### config.mk
export PLATFORM = sky130hd
export DESIGN_NAME = argmax_stream
export DESIGN_NICKNAME = d
export VERILOG_FILES = /design/src/rtl/argmax_pkg.sv /design/src/rtl/argmax_update.sv /design/src/rtl/argmax_stream.sv
export SDC_FILE = /design/constraint.sdc
export NUM_CORES = 1
export LEC_CHECK = 0
export CAP_MARGIN = 20
export CORE_MARGIN = 2
export CORE_UTILIZATION = 33
export CTS_CLUSTER_SIZE = 28
export DETAILED_ROUTE_END_ITERATION = 8
export MAX_ROUTING_LAYER = met4
export SLEW_MARGIN = 10
export SYNTH_ARGS = -nofsm -noshare
export SYNTH_HDL_FRONTEND = slang
export SYNTH_HIERARCHICAL = 1
export SYNTH_SLANG_ARGS = --single-unit
### constraint.sdc
create_clock -name clk -period 3.7 [get_ports clk]
set_input_delay 0.925 -clock clk [delete_from_list [all_inputs] [get_ports clk]]
set_output_delay 0.925 -clock clk [all_outputs]
set_load 0.05 [all_outputs]
### src/rtl/argmax_pkg.sv
// Shared types and helpers for the streaming argmax block.
// The runner-up/margin datapath is built only when ARGMAX_MARGIN_EN is defined.
package argmax_pkg;

    typedef enum logic {
        ACCUM = 1'b0,
        HOLD  = 1'b1
    } argmax_state_t;

    // Wide enough for any DATA_W this block is built with. Callers sign-extend
    // their operands in and truncate the result back to DATA_W.
    localparam int SAT_W = 64;

    function automatic logic [SAT_W-1:0] sat_margin(
        input logic signed [SAT_W-1:0] max_v,
        input logic signed [SAT_W-1:0] second_v,
        input int                      data_w
    );
        logic signed [SAT_W-1:0] diff;
        logic        [SAT_W-1:0] lim;
        diff = max_v - second_v;
        lim  = (SAT_W'(1) << data_w) - SAT_W'(1);
        if (diff < 0)
            return '0;
        else if ($unsigned(diff) > lim)
            return lim;
        return $unsigned(diff);
    endfunction

endpackage

### src/rtl/argmax_update.sv
// Combinational compare/update of the running maximum (and runner-up when
// ARGMAX_MARGIN_EN is defined) for one incoming score.
module argmax_update
    import argmax_pkg::*;
#(
    parameter int DATA_W = 16,
    parameter int IDX_W  = 4
) (
    input  logic                     first,
    input  logic signed [DATA_W-1:0] in_data,
    input  logic        [IDX_W-1:0]  in_idx,
    input  logic signed [DATA_W-1:0] max_val,
    input  logic        [IDX_W-1:0]  max_idx,
`ifdef ARGMAX_MARGIN_EN
    input  logic signed [DATA_W-1:0] second_val,
    output logic signed [DATA_W-1:0] second_nxt,
`endif
    output logic signed [DATA_W-1:0] max_nxt,
    output logic        [IDX_W-1:0]  idx_nxt
);

    always_comb begin
        max_nxt = max_val;
        idx_nxt = max_idx;
`ifdef ARGMAX_MARGIN_EN
        second_nxt = second_val;
`endif
        if (first) begin
            max_nxt = in_data;
            idx_nxt = '0;
`ifdef ARGMAX_MARGIN_EN
            second_nxt = {1'b1, {(DATA_W-1){1'b0}}};
`endif
        end else if (in_data > max_val) begin
            // Strict compare: a tie never moves the index.
            max_nxt = in_data;
            idx_nxt = in_idx;
`ifdef ARGMAX_MARGIN_EN
            second_nxt = max_val;
        end else if (in_data > second_val) begin
            second_nxt = in_data;
`endif
        end
    end

endmodule

### src/rtl/argmax_stream.sv
// Streaming argmax over fixed-length frames with valid/ready on both sides.
// Define ARGMAX_MARGIN_EN to build the runner-up tracker and out_margin.
module argmax_stream
    import argmax_pkg::*;
#(
    parameter int N_CLASSES = 10,
    parameter int DATA_W    = 16,
    parameter int IDX_W     = $clog2(N_CLASSES)
) (
    input  logic              clk,
    input  logic              reset,
    input  logic              clear,
    input  logic [DATA_W-1:0] in_data,
    input  logic              in_valid,
    output logic              in_ready,
    input  logic              in_last,
    output logic [IDX_W-1:0]  out_index,
    output logic [DATA_W-1:0] out_value,
    output logic [DATA_W-1:0] out_margin,
    output logic              out_frame_err,
    output logic              out_valid,
    input  logic              out_ready
);

    localparam logic [IDX_W-1:0] LAST_IDX = IDX_W'(N_CLASSES - 1);

    argmax_state_t            state_q, state_nxt;
    logic        [IDX_W-1:0]  cnt, max_idx, upd_idx;
    logic signed [DATA_W-1:0] max_val, upd_max;
    logic                     err_q, accept, at_last, last_bad;

    // Handshake outputs come straight from the state register.
    assign in_ready  = (state_q == ACCUM);
    assign out_valid = (state_q == HOLD);
    assign accept    = in_valid && in_ready && !clear;
    assign at_last   = (cnt == LAST_IDX);
    assign last_bad  = at_last ? !in_last : in_last;

`ifdef ARGMAX_MARGIN_EN
    logic signed [DATA_W-1:0] second_val, upd_second;
`endif

    argmax_update #(.DATA_W(DATA_W), .IDX_W(IDX_W)) u_update (
        .first      (cnt == '0),
        .in_data    (in_data),
        .in_idx     (cnt),
        .max_val    (max_val),
        .max_idx    (max_idx),
`ifdef ARGMAX_MARGIN_EN
        .second_val (second_val),
        .second_nxt (upd_second),
`endif
        .max_nxt    (upd_max),
        .idx_nxt    (upd_idx)
    );

    always_ff @(posedge clk or posedge reset) begin
        if (reset) state_q <= ACCUM;
        else       state_q <= state_nxt;
    end

    always_comb begin
        state_nxt = state_q;
        case (state_q)
            ACCUM: if (accept && at_last) state_nxt = HOLD;
            HOLD:  if (out_ready)         state_nxt = ACCUM;
            default:                      state_nxt = ACCUM;
        endcase
        if (clear) state_nxt = ACCUM;
    end

    always_ff @(posedge clk or posedge reset) begin
        if (reset) begin
            cnt           <= '0;
            max_val       <= '0;
            max_idx       <= '0;
            err_q         <= 1'b0;
            out_index     <= '0;
            out_value     <= '0;
            out_frame_err <= 1'b0;
        end else if (clear) begin
            cnt   <= '0;
            err_q <= 1'b0;
        end else if (accept) begin
            max_val <= upd_max;
            max_idx <= upd_idx;
            if (at_last) begin
                cnt           <= '0;
                err_q         <= 1'b0;
                out_index     <= upd_idx;
                out_value     <= upd_max;
                out_frame_err <= err_q | last_bad;
            end else begin
                cnt   <= cnt + 1'b1;
                err_q <= err_q | last_bad;
            end
        end
    end

`ifdef ARGMAX_MARGIN_EN
    always_ff @(posedge clk or posedge reset) begin
        if (reset) begin
            second_val <= '0;
            out_margin <= '0;
        end else if (accept && !clear) begin
            second_val <= upd_second;
            if (at_last)
                out_margin <= DATA_W'(sat_margin(SAT_W'(upd_max), SAT_W'(upd_second), DATA_W));
        end
    end
`else
    assign out_margin = '0;
`endif

endmodule

Word level (Yosys, flattened, before mapping):

Cells that the tools add are included.

* word-level logic and storage cells: 38
* output and inout port bits: 39
* flip-flop bits (word level): 47

* magnitude comparators: 1
* muxes and demuxes: 15
* equal/unequal tests: 1
* reduce and logical (&&, ||, !) cells: 9
* bitwise operators: 3
* add/subtract/negate cells: 1

Operator list (number)
* 16-bit 2-to-1 mux: 2
* 4-bit 2-to-1 mux: 5
* 16-bit greater-than comparator: 1
* 1-bit 2-to-1 mux: 7
* 4-bit by 1-bit adder with 4-bit output (second input constant): 1
* 4-bit equality test (second input constant): 1
* 4-bit logical NOT: 1
* 1-bit logical AND: 3
* 3-bit AND reduction: 1
* 1-bit logical NOT: 2
* 1-bit NOT: 2
* 1-bit one-hot mux with 2 select lines: 1
* 2-bit AND reduction: 1
* 2-bit nonzero test: 1
* 1-bit OR: 1

Longest topological paths before layout:

* depth after elaboration: 7
* depth in mapped cells: 11
* depth with buffers taken out: 9

Modules after synthesis:

The synthesis kept the hierarchy.

By module, submodules not included
* argmax_stream: instances 1, area an instance 2015.7 µm², cells an instance 145
* argmax_update: instances 1, area an instance 798.3 µm², cells an instance 94

Worst setup path before layout:

Ideal clock, no wire load.

* path type: input-to-reg
* start point: in in_data[15]
* end point: reg max_val[10]
* setup time: 0.125 ns
* setup slack: 0.429 ns
* stages on the path: 10
* arrival: 3.146 ns
* path through: ha_1 nand4_2 nor4_2 and4_1 a31oi_1 a311o_1 buf_6 buf_6 mux2_4 mux2_2

* word-level cells in the longest chain between the ends: 3

RTL lines
* start: declaration: RTL line argmax_stream.sv:13 `input logic [DATA_W-1:0] in_data,`
* 16-bit greater-than comparator: RTL line argmax_update.sv:34 `end else if (in_data > max_val) begin`
* 16-bit 2-to-1 mux: RTL line argmax_update.sv:34
* 16-bit 2-to-1 mux: RTL line argmax_update.sv:28 `if (first) begin`
* named net upd_max[10]: RTL line argmax_stream.sv:29 `logic signed [DATA_W-1:0] max_val, upd_max;`
* end signal: assignment: RTL line argmax_stream.sv:85 `max_val <= upd_max;`
* end: declaration: RTL line argmax_stream.sv:29

The timed path passes the listed nets, and every way through them passes these cells.
A chain may end at the register's enable or synchronous reset.

Final worst setup path:

* start point: in in_data[14]
* end point: reg max_val[4]

Same word-level chain as after synthesis.

==> metrics.txt <==
# TYPE chip_impl_metric gauge
chip_impl_info{name="start_to_end_type_of_the_worst_setup_path",value="input pin to flip-flop"} 1
chip_impl_metric{name="gr-usage-met3",unit="%"} 2.506
chip_impl_metric{name="timing.critical_path.required",unit="ps"} 3890
chip_impl_metric{name="viasPerCell",unit=""} 4.627
chip_impl_metric{name="finalWirelength",unit="mm"} 5.213
chip_impl_metric{name="ctsLongestPathBuffers",unit=""} 2
chip_impl_metric{name="drv_slew",unit=""} 0
chip_impl_metric{name="synthesis_to_finish_area_growth",unit="%"} 22.23
chip_impl_metric{name="dp.final_hpwl",unit="mm"} 3.919
chip_impl_metric{name="leakage",unit="µW"} 0.001633
chip_impl_metric{name="row_count",unit=""} 33
chip_impl_metric{name="cts_repair_resize_count",unit=""} 0
chip_impl_metric{name="number_of_antenna_violations_at_the_first_check_in_global_routing",unit=""} 0
chip_impl_info{name="primary_ff_master_synth",value="dfrtp_1"} 1
chip_impl_metric{name="pwr_density_cell",unit="nW/µm²"} 420.3
chip_impl_metric{name="number_of_cells_after_detailed_placement",unit=""} 390
chip_impl_metric{name="fmax",unit="MHz"} 285.7
chip_impl_metric{name="detailedRoute.firstPassIterationCount",unit=""} 4
chip_impl_metric{name="drc",unit=""} 0
chip_impl_metric{name="fin_crit_sh",unit="%"} 94.62
chip_impl_metric{name="final_cells",unit=""} 399
chip_impl_metric{name="switching_share",unit="%"} 33.63
chip_impl_metric{name="synthSimpleGateAreaFrac",unit="%"} 9.871
chip_impl_metric{name="rr_worst_depth",unit=""} 10
chip_impl_info{name="timing.critical_path.from_type",value="input pin"} 1
chip_impl_metric{name="ant_nets",unit=""} 0
chip_impl_metric{name="hold_violations",unit=""} 0
chip_impl_metric{name="seqPwrFrac",unit="%"} 43.3
chip_impl_metric{name="clk-insertion-delay-late",unit="ps"} 300
chip_impl_metric{name="initial_utilization",unit="%"} 34.08
chip_impl_metric{name="die_area",unit="µm²"} 9281
chip_impl_metric{name="global_route.usage.total",unit="%"} 12.15
chip_impl_metric{name="synthCells",unit=""} 239
chip_impl_info{name="setup_repair_after_global_routing_missed_its_margin",value="false"} 1
chip_impl_metric{name="maxCapViolCount",unit=""} 0
chip_impl_info{name="holdCritStartpoint",value="out_index[2]$_DFFE_PP0P_"} 1
chip_impl_metric{name="synth_sequential_area_ratio",unit="%"} 41.80
chip_impl_metric{name="finalInstanceArea",unit="µm²"} 3440
chip_impl_metric{name="compound_gate_portion_of_the_synthesized_area",unit="%"} 4.535
chip_impl_metric{name="synth-xor-area-share",unit="%"} 0
chip_impl_metric{name="grt_pass1_vias",unit=""} 1793
chip_impl_metric{name="ctsHoldBuffers",unit=""} 0
chip_impl_metric{name="worstPathArrival",unit="ps"} 3690
chip_impl_metric{name="port_buffers",unit=""} 44
chip_impl_info{name="grt_most_used_layer",value="met2"} 1
chip_impl_info{name="synth_area_leader_cell",value="dfrtp_1"} 1
chip_impl_metric{name="yosys.cell_types.count",unit=""} 36
chip_impl_metric{name="setup_repair_bufs_after_cts",unit=""} 0
chip_impl_metric{name="post_synth.cell_area_avg",unit="µm²"} 11.77
chip_impl_metric{name="routed_vias",unit=""} 1846
chip_impl_metric{name="synth_area",unit="µm²"} 2814
chip_impl_metric{name="net-switching-power",unit="µW"} 486.3
chip_impl_metric{name="power.share.combinational",unit="%"} 35.9
chip_impl_metric{name="num_antenna_cells",unit=""} 0
chip_impl_metric{name="report.power.total",unit="µW"} 1446
chip_impl_metric{name="dpl_cell_area",unit="µm²"} 3336
chip_impl_metric{name="detail_route.iter0.violations",unit=""} 81
chip_impl_metric{name="synth_largest_type_area_fraction",unit="%"} 41.80
chip_impl_metric{name="worst_hold_path.num_cells",unit=""} 1
chip_impl_metric{name="wire_length_of_the_first_global_routing_pass",unit="mm"} 8.480
chip_impl_metric{name="cts.htree.levels",unit=""} 2
chip_impl_metric{name="worst_setup_hold_path_clk_slew",unit="ps"} 90
chip_impl_metric{name="timing.final.crit_period",unit="ps"} 3501
chip_impl_metric{name="finalSetupViolCount",unit=""} 0
chip_impl_metric{name="cts.sinks",unit=""} 47
chip_impl_metric{name="p_clk_share",unit="%"} 20.9
chip_impl_info{name="hp-class",value="flip-flop to flip-flop"} 1
chip_impl_metric{name="worst-path-max-fanout",unit=""} 6
chip_impl_metric{name="synth-async-reset-ratio",unit="%"} 100.0
chip_impl_metric{name="horizontal_extent_of_the_die",unit="µm"} 96.34
chip_impl_metric{name="share_of_synthesized_cell_area_in_full_adder_half_adder_and_majority_cells",unit="%"} 8.448
chip_impl_metric{name="synth-seq-cells",unit=""} 47
chip_impl_info{name="tritoncts",value="done"} 1
chip_impl_metric{name="max_slew.worst_pin.slew",unit="ps"} 507.3
chip_impl_metric{name="grtUsageMet2",unit="%"} 18.06
chip_impl_info{name="synth_top_cells_by_area",value="dfrtp_1 (42%), mux2_2 (19%), ha_1 (8.4%)"} 1
chip_impl_info{name="combinational_family_with_the_most_area_after_synthesis",value="multiplexers"} 1
chip_impl_metric{name="routedWlPerCell",unit="µm"} 13.07
chip_impl_info{name="outcome",value="completed"} 1
chip_impl_metric{name="grt_start_max_net_pins",unit=""} 48
chip_impl_metric{name="gr-total-overflow",unit=""} 0
chip_impl_metric{name="final_layout_size_suffix_gt1_share",unit="%"} 28.57
chip_impl_metric{name="internal_power",unit="µW"} 959.5
chip_impl_info{name="ys_top_cells_by_count",value="dfrtp_1 (47), mux2_2 (47), inv_1 (22)"} 1
chip_impl_metric{name="place_congestion",unit=""} 0.7950
chip_impl_metric{name="setup_total_negative_slack",unit="ps"} 0
chip_impl_info{name="worst_setup_path_startpoint",value="in_data[14]"} 1
chip_impl_metric{name="ioPinCount",unit=""} 61
chip_impl_metric{name="finalCoreUtilization",unit="%"} 41.65
chip_impl_info{name="clock-root-buffer",value="clkbuf_8"} 1
chip_impl_metric{name="yosys_warnings",unit=""} 6
chip_impl_metric{name="skew",unit="ps"} 4.329
chip_impl_metric{name="tritoncts.num_buffers",unit=""} 5
chip_impl_metric{name="grtUsageMet1",unit="%"} 16.65
chip_impl_metric{name="die_height",unit="µm"} 96.34
chip_impl_info{name="rr_startpoint",value="max_val[14]$_DFFE_PP0P_"} 1
chip_impl_metric{name="nNetsFinal",unit=""} 334
chip_impl_metric{name="synth.mux.area_fraction",unit="%"} 25.57
chip_impl_metric{name="fp.coreArea",unit="µm²"} 8258
chip_impl_metric{name="synth_edf_count",unit=""} 0
chip_impl_info{name="critical_path.endpoint_type",value="flip-flop"} 1
chip_impl_metric{name="relSlewSlack",unit="%"} 66.07
chip_impl_metric{name="max-vdd-ir-drop",unit="V"} 0.0001497
-- per-stage QoR --
step | worst slack (ps) | hold slack, ps
floorplan | 429.2 | 481.7
global placement | -2.984 | 489.9
detailed placement | -109.7 | 494.7
CTS | 199.1 | 516.0
global route | 3.778 | 530.7
finish | 199.2 | 509.1
-- kinds of logic after synthesis --
| family | count (synthesis) |
|---|---|
| flops | 47 |
| other cells | 1 |
| simple gates | 44 |
| compound gates | 21 |
| fa+ha+maj | 19 |
| mux | 61 |
| buf+inv | 46 |
-- critical path, cell delays in order --
cell,delay (ps)
clkdlybuf4s50_1,440
ha_1,340
nand4_2,150
nor4_2,360
a21bo_2,270
a31oi_1,180
a311o_1,210
buf_4,190
mux2_2,350
mux2_2,260
-- layer usage --
layer  wire, µm  part of all wire, %
met4         54                  1.0
met5          0                    0
met2       2314                   44
met1       2584                   50
met3        259                  5.0
-- sequential cells by signal, summed over array words and instances (netlist names) --
register,flops
max_val,16
out_valid,1
err_q,1
out_frame_err,1
out_index,4
cnt,4
out_value,16
max_idx,4
-- power groups by stage --
stage               sequential, µW  combinational, µW  clock [µW]
detailed placement             637                520           0
global placement               635                513           0
CTS                            627                522         319
finish                         626                518         302
global route                   637                572         337
floorplan                      674                358           0
-- cell usage in the layout (no fill, tap or decap), drive strengths merged, types with 2 or more instances in the layout --
cell type       n
nand2           7
mux2i           4
ha             19
dfrtp          47
nor2            3
nand2b         10
clkinv          3
or3             2
buf            12
a21oi          11
mux2           57
conb           16
nor2b           2
clkbuf          5
inv            22
a31oi           2
clkdlybuf4s50  44
a21o            2
nand4           3
nor3            4
o21ai           3
nand3           6
-- path summary, 6_finish.rpt --
check,end,slack [ps]
min,out_index[2]$_DFFE_PP0P_,510
min reg2reg,out_index[2]$_DFFE_PP0P_,510
max reg2reg,max_val[4]$_DFFE_PP0P_,880
max in group asynchronous,max_val[5]$_DFFE_PP0P_,2390
min in group asynchronous,max_val[15]$_DFFE_PP0P_,840
max,max_val[4]$_DFFE_PP0P_,200
-- layout make-up --
class / instances / area (µm²)
Clock buffer: 5 / 68.82
Clock inverter: 3 / 15.01
Fill cell: 814 / 4818
Inverter: 22 / 82.58
Multi-Input combinational cell: 161 / 1423
Sequential cell: 47 / 1176
Tap cell: 105 / 131.4
Timing Repair Buffer: 56 / 543.0
Note: power is estimated with default switching activity, not from simulation.
